`config.mk`:
```
export PLATFORM = sky130hd
export DESIGN_NAME = mul_add_seq_flat
export DESIGN_NICKNAME = d
export VERILOG_FILES = /design/src/rtl/mul_add_seq_if.sv /design/src/rtl/mul_add_seq.sv /design/src/flat_wrapper.sv
export SDC_FILE = /design/constraint.sdc
export NUM_CORES = 1
export LEC_CHECK = 0
export CORE_AREA = 2 2 63 65
export CTS_CLUSTER_SIZE = 10
export DETAILED_ROUTE_END_ITERATION = 8
export DIE_AREA = 0 0 65 67
export GPL_ROUTABILITY_DRIVEN = 0
export PLACE_DENSITY = 0.56
export SLEW_MARGIN = 20
export SYNTH_ARGS = -nofsm -noshare
export SYNTH_HDL_FRONTEND = slang
export SYNTH_SLANG_ARGS = --single-unit
```
`constraint.sdc`:
```
create_clock -name clk -period 2 [get_ports clk]
set_input_delay 0.2 -clock clk [delete_from_list [all_inputs] [get_ports clk]]
set_output_delay 0.2 -clock clk [all_outputs]
set_load 0.05 [all_outputs]
```
`src/rtl/mul_add_seq_if.sv`:
```
// Operand/result bundle for mul_add_seq: start request with q/d/r operands,
// busy/rdy status and the rebuilt dividend with its flags.
interface mul_add_seq_if #(
    parameter int N = 5,
    parameter int M = 3
);
    localparam int Q = N - M + 1;

    logic         en;
    logic [Q-1:0] quotient;
    logic [M-1:0] divisor;
    logic [M-1:0] remainder;
    logic         busy;
    logic         rdy;
    logic [N:0]   dividend;
    logic         ovf;
    logic         rem_ok;
    logic         div0;

    modport master (
        output en, quotient, divisor, remainder,
        input  busy, rdy, dividend, ovf, rem_ok, div0
    );

    modport slave (
        input  en, quotient, divisor, remainder,
        output busy, rdy, dividend, ovf, rem_ok, div0
    );
endinterface

```
`src/rtl/mul_add_seq.sv`:
```
// Shift-add multiply-accumulate rebuilding dividend = quotient*divisor + remainder,
// one quotient bit per clock, LSB first, under a start/busy/rdy handshake.
module mul_add_seq #(
    parameter int N = 5,
    parameter int M = 3
) (
    input  logic           clk,
    input  logic           rst,
    mul_add_seq_if.slave   bus
);
    localparam int Q  = N - M + 1;
    localparam int W  = N + 1;
    localparam int CW = $clog2(Q + 1);

    localparam logic [0:0] IDLE = 1'b0;
    localparam logic [0:0] RUN  = 1'b1;

    logic [0:0]    state_q, state_d;
    logic [W-1:0]  acc_q, acc_d;
    logic [W-1:0]  mcand_q, mcand_d;
    logic [Q-1:0]  mplier_q, mplier_d;
    logic [CW-1:0] cnt_q, cnt_d;
    logic          rdy_q, rdy_d;
    logic [W-1:0]  dividend_q, dividend_d;
    logic          ovf_q, ovf_d;
    logic          rem_ok_q, rem_ok_d;
    logic          div0_q, div0_d;
    logic [W-1:0]  acc_sum;

    // Max result is below 2^W, so the accumulate never carries out of W bits.
    assign acc_sum = acc_q + (mplier_q[0] ? mcand_q : '0);

    always_comb begin
        state_d    = state_q;
        acc_d      = acc_q;
        mcand_d    = mcand_q;
        mplier_d   = mplier_q;
        cnt_d      = cnt_q;
        rdy_d      = 1'b0;
        dividend_d = dividend_q;
        ovf_d      = ovf_q;
        rem_ok_d   = rem_ok_q;
        div0_d     = div0_q;
        case (state_q)
            IDLE: begin
                if (bus.en) begin
                    acc_d    = W'(bus.remainder);
                    mcand_d  = W'(bus.divisor);
                    mplier_d = bus.quotient;
                    cnt_d    = '0;
                    rem_ok_d = (bus.remainder < bus.divisor);
                    div0_d   = (bus.divisor == '0);
                    state_d  = RUN;
                end
            end
            default: begin
                acc_d    = acc_sum;
                mcand_d  = mcand_q << 1;
                mplier_d = mplier_q >> 1;
                cnt_d    = cnt_q + 1'b1;
                if (cnt_q == CW'(Q - 1)) begin
                    dividend_d = acc_sum;
                    ovf_d      = acc_sum[N];
                    rdy_d      = 1'b1;
                    state_d    = IDLE;
                end
            end
        endcase
    end

    always_ff @(posedge clk or posedge rst) begin
        if (rst) begin
            state_q    <= IDLE;
            acc_q      <= '0;
            mcand_q    <= '0;
            mplier_q   <= '0;
            cnt_q      <= '0;
            rdy_q      <= 1'b0;
            dividend_q <= '0;
            ovf_q      <= 1'b0;
            rem_ok_q   <= 1'b0;
            div0_q     <= 1'b0;
        end else begin
            state_q    <= state_d;
            acc_q      <= acc_d;
            mcand_q    <= mcand_d;
            mplier_q   <= mplier_d;
            cnt_q      <= cnt_d;
            rdy_q      <= rdy_d;
            dividend_q <= dividend_d;
            ovf_q      <= ovf_d;
            rem_ok_q   <= rem_ok_d;
            div0_q     <= div0_d;
        end
    end

    assign bus.busy     = (state_q == RUN);
    assign bus.rdy      = rdy_q;
    assign bus.dividend = dividend_q;
    assign bus.ovf      = ovf_q;
    assign bus.rem_ok   = rem_ok_q;
    assign bus.div0     = div0_q;
endmodule

```
`src/flat_wrapper.sv`:
```
// flat-port wrapper written by rule: the top's interface ports become plain ports
module mul_add_seq_flat 
#(
    parameter int N = 5,
    parameter int M = 3
)
  (clk, rst, bus_en, bus_quotient, bus_divisor, bus_remainder, bus_busy, bus_rdy, bus_dividend, bus_ovf, bus_rem_ok, bus_div0);
  mul_add_seq_if #(.N(N), .M(M)) bus_i ();
  input  logic clk;
  input  logic rst;
  input wire logic [$bits(bus_i.en)-1:0] bus_en;
  input wire logic [$bits(bus_i.quotient)-1:0] bus_quotient;
  input wire logic [$bits(bus_i.divisor)-1:0] bus_divisor;
  input wire logic [$bits(bus_i.remainder)-1:0] bus_remainder;
  output wire logic [$bits(bus_i.busy)-1:0] bus_busy;
  output wire logic [$bits(bus_i.rdy)-1:0] bus_rdy;
  output wire logic [$bits(bus_i.dividend)-1:0] bus_dividend;
  output wire logic [$bits(bus_i.ovf)-1:0] bus_ovf;
  output wire logic [$bits(bus_i.rem_ok)-1:0] bus_rem_ok;
  output wire logic [$bits(bus_i.div0)-1:0] bus_div0;
  assign bus_i.en = bus_en;
  assign bus_i.quotient = bus_quotient;
  assign bus_i.divisor = bus_divisor;
  assign bus_i.remainder = bus_remainder;
  assign bus_busy = bus_i.busy;
  assign bus_rdy = bus_i.rdy;
  assign bus_dividend = bus_i.dividend;
  assign bus_ovf = bus_i.ovf;
  assign bus_rem_ok = bus_i.rem_ok;
  assign bus_div0 = bus_i.div0;
  mul_add_seq #(.N(N), .M(M)) u_core (.clk(clk), .rst(rst), .bus(bus_i));
endmodule
```
==> flow_summary.ini, run 1 <==
[synth]
synth.largest_area_cell = dfrtp_1
netlist_area_um2 = 1390
synth_top_area_share_pct = 48.5
yosys_warnings = 0
synth_nets = 154
synth-seq-area-share_pct = 48.5
ys_ff_latch = 27
async_flop_share_pct = 100
synth_area_leaders = dfrtp_1, ha_1, mux2i_1
avgSynthCellArea_um2 = 10.5
synthFlopType = dfrtp_1
synth_cells = 133
synth-edff-count = 0
synth_cell_type_count = 35

[floorplan]
core_um2 = 3610
ios = 23
fp.dieW_um = 65
initial_core_util_pct = 38.7
rows = 22
die_h_um = 67
dieArea_um2 = 4360

[clocking]
cts.sinks = 27
htreeDepth = 1
insertion_delay_ns = 0.27
cts_buffer_depth = 2
cts.reportedPaths.clkPinSlew_ns = 0.09
post_cts_buffers = 0
cts_tree = yes
cts_root_buffer = clkbuf_8
cts_buffers = 3

[final_layout]
diodes = 0
final_core_util_pct = 48.4
drive_above_1_share_pct = 12.7
postLayoutCellArea_um2 = 1750
final_common_cell = dfrtp_1
layout_common_cells = dfrtp_1, nand2_1, clkdlybuf4s50_1, o21ai_0, mux2i_1
area_growth_pct = 25.2
fin_nets = 179
final_cells = 205

[job]
drv_cap = 0

[placement]
dp_hpwl_um = 1930
dp.cells = 201
portBuffers = 22
post-place-ws_ns = 0.0441
post_dp_cell_area_um2 = 1670

[power_and_ir_drop]
clkPwrFrac_pct = 11.9
comb_power_share_pct = 50.7
p_per_area_nw_per_um2 = 1450
peakVddDrop_v = 0.000579
p_leak_nw = 0.832
sw_frac_of_total_pct = 43.8
p_total_mw = 2.53
p_int_mw = 1.42
switchingPower_mw = 1.11
seqPwrFrac_pct = 37.4

[grt]
antenna_found_initial = 0
grt_remaining_overflow = 0
grt_max_degree = 28
grt_pass1_vias = 1020
grt_use_total_pct = 14.4
grt_pass1_wl_um = 4650

[hold_path]
hp-class = in2async

[sta]
setup_slack_ns = 0.110
setup_tns_ns = 0
tightest_slew_ns = 0.495
skew_ns = 0.00173
max_freq_mhz = 529
final_max_slew_viol_count = 0
timing.max_slew.rel_slack_pct = 66.9
rsz0062_at_grt = no
min_period_over_period_pct = 94.5
hold_violations = 0
setup_viol = 0
min_period_ns = 1.89
hold_ws_ns = 0.290

[detailed_routing]
vias_per_cell = 4.89
routedWlPerCell_um = 12.9
drt-total-wl_um = 2650
drcViolationCount = 0
detail_route.iter0.violations = 55
vias = 1003
drt.antenna.violating_nets = 0
drtPass1Iterations = 4

[worst_setup_path]
r2r_cells = 7
r2r-start = u_core.mcand_q[0]
startpoint = u_core.mcand_q[0]
arrival_ns = 2.05
critPathMaxFanout = 3
startpoint_type = flip-flop
required_ns = 2.16
ff2ff_setup_slack_ns = 0.11
r2r-end = u_core.bus.dividend[4]
cp-end-kind = flip-flop
crit_type = reg2reg

[outcome]
status = completed
==> power by group through the flow <==
stage / combinational, mW / sequential (mW) / clock (mW)
after floorplan: 0.625 / 1.22 / 0
after global placement: 1.25 / 0.956 / 0
after detailed placement: 1.26 / 0.955 / 0
after CTS: 1.27 / 0.947 / 0.315
after global routing: 1.41 / 0.988 / 0.355
final: 1.28 / 0.946 / 0.301
==> registers in the layout, indices dropped and copies added, names as in the netlist <==
register             flops
u_core.bus.busy          1
u_core.bus.dividend      5
u_core.bus.ovf           1
u_core.acc_q             6
u_core.bus.div0          1
u_core.mplier_q          3
u_core.bus.rem_ok        1
u_core.mcand_q           6
u_core.bus.rdy           1
u_core.cnt_q             2
==> how the worst max path moves through the flow <==
| stage | endpoint |
|---|---|
| detailed placement | u_core.bus.dividend[4] |
| floorplan | u_core.bus.dividend[4] |
| finish | u_core.bus.dividend[4] |
| CTS | u_core.bus.dividend[4] |
| global route | u_core.bus.dividend[4] |
| global placement | u_core.bus.dividend[4] |
==> logic make-up (layout without fill, tap and decap cells) <==
family,Yosys count,after routing,share of synthesized area [%]
simple gates,41,41,14.0
xor+xnor,4,4,2.51
fa+ha+maj,9,9,8.62
compound gates,26,26,12.4
buf+inv,13,37,4.04
flops,27,27,48.5
mux,13,13,9.96
==> worst max-delay path, cell delays in order, from the launching register on <==
cell and delay [ns]:
dfrtp_1 0.39, and2_1 0.17, ha_2 0.19, fa_2 0.36
a21o_1 0.18, a21oi_2 0.15, xnor2_1 0.09, mux2_4 0.26
==> cell type report <==
| type | count | area [µm²] |
|---|---|---|
| fill | 349 | 1860 |
| multi-input combinational | 93 | 691 |
| sequential | 27 | 676 |
| timing repair buffer | 26 | 248 |
| tap | 48 | 60.1 |
| clock buffer | 4 | 45.0 |
| inverter | 7 | 26.3 |
==> per-layer routing <==
metal | track usage [%] | vias up | routed length [µm]
li1 | - | 505 | -
met1 | 17.8 | 478 | 1260
met2 | 23.7 | 14 | 1270
met3 | 4.05 | 6 | 78
met4 | 5.59 | 0 | 46
met5 | 0 | - | 0
==> cell usage after synthesis (2+ instances only) <==
cell and count:
a211o_1 2, xnor2_1 3, nor3b_1 2, nand4_1 2, ha_1 8, and2_1 5, nand2_1 23, mux2_2 2
buf_2 3, a21o_1 4, o21ai_0 12, nand3_1 2, nor2_1 4, inv_1 6, dfrtp_1 27, mux2i_1 9
==> repair_timing <==
item / in CTS / in global routing
gates resized for setup: 0 / 4
endpoints found under the setup margin: 0 / 4
hold buffers: 0 / 0
Power figures use the tool's default switching activity.
==> run 2, diff against run 1 <==
--- a/config.mk
+++ b/config.mk
@@ -5,13 +5,13 @@
 export SDC_FILE = /design/constraint.sdc
 export NUM_CORES = 1
 export LEC_CHECK = 0
+export CAP_MARGIN = 20
 export CORE_AREA = 2 2 63 65
 export CTS_CLUSTER_SIZE = 10
 export DETAILED_ROUTE_END_ITERATION = 8
 export DIE_AREA = 0 0 65 67
 export GPL_ROUTABILITY_DRIVEN = 0
 export PLACE_DENSITY = 0.56
-export SLEW_MARGIN = 20
 export SYNTH_ARGS = -nofsm -noshare
 export SYNTH_HDL_FRONTEND = slang
 export SYNTH_SLANG_ARGS = --single-unit
==> results of run 2 <==
The final DEF is identical to that of run 1; final timing and power are the same.
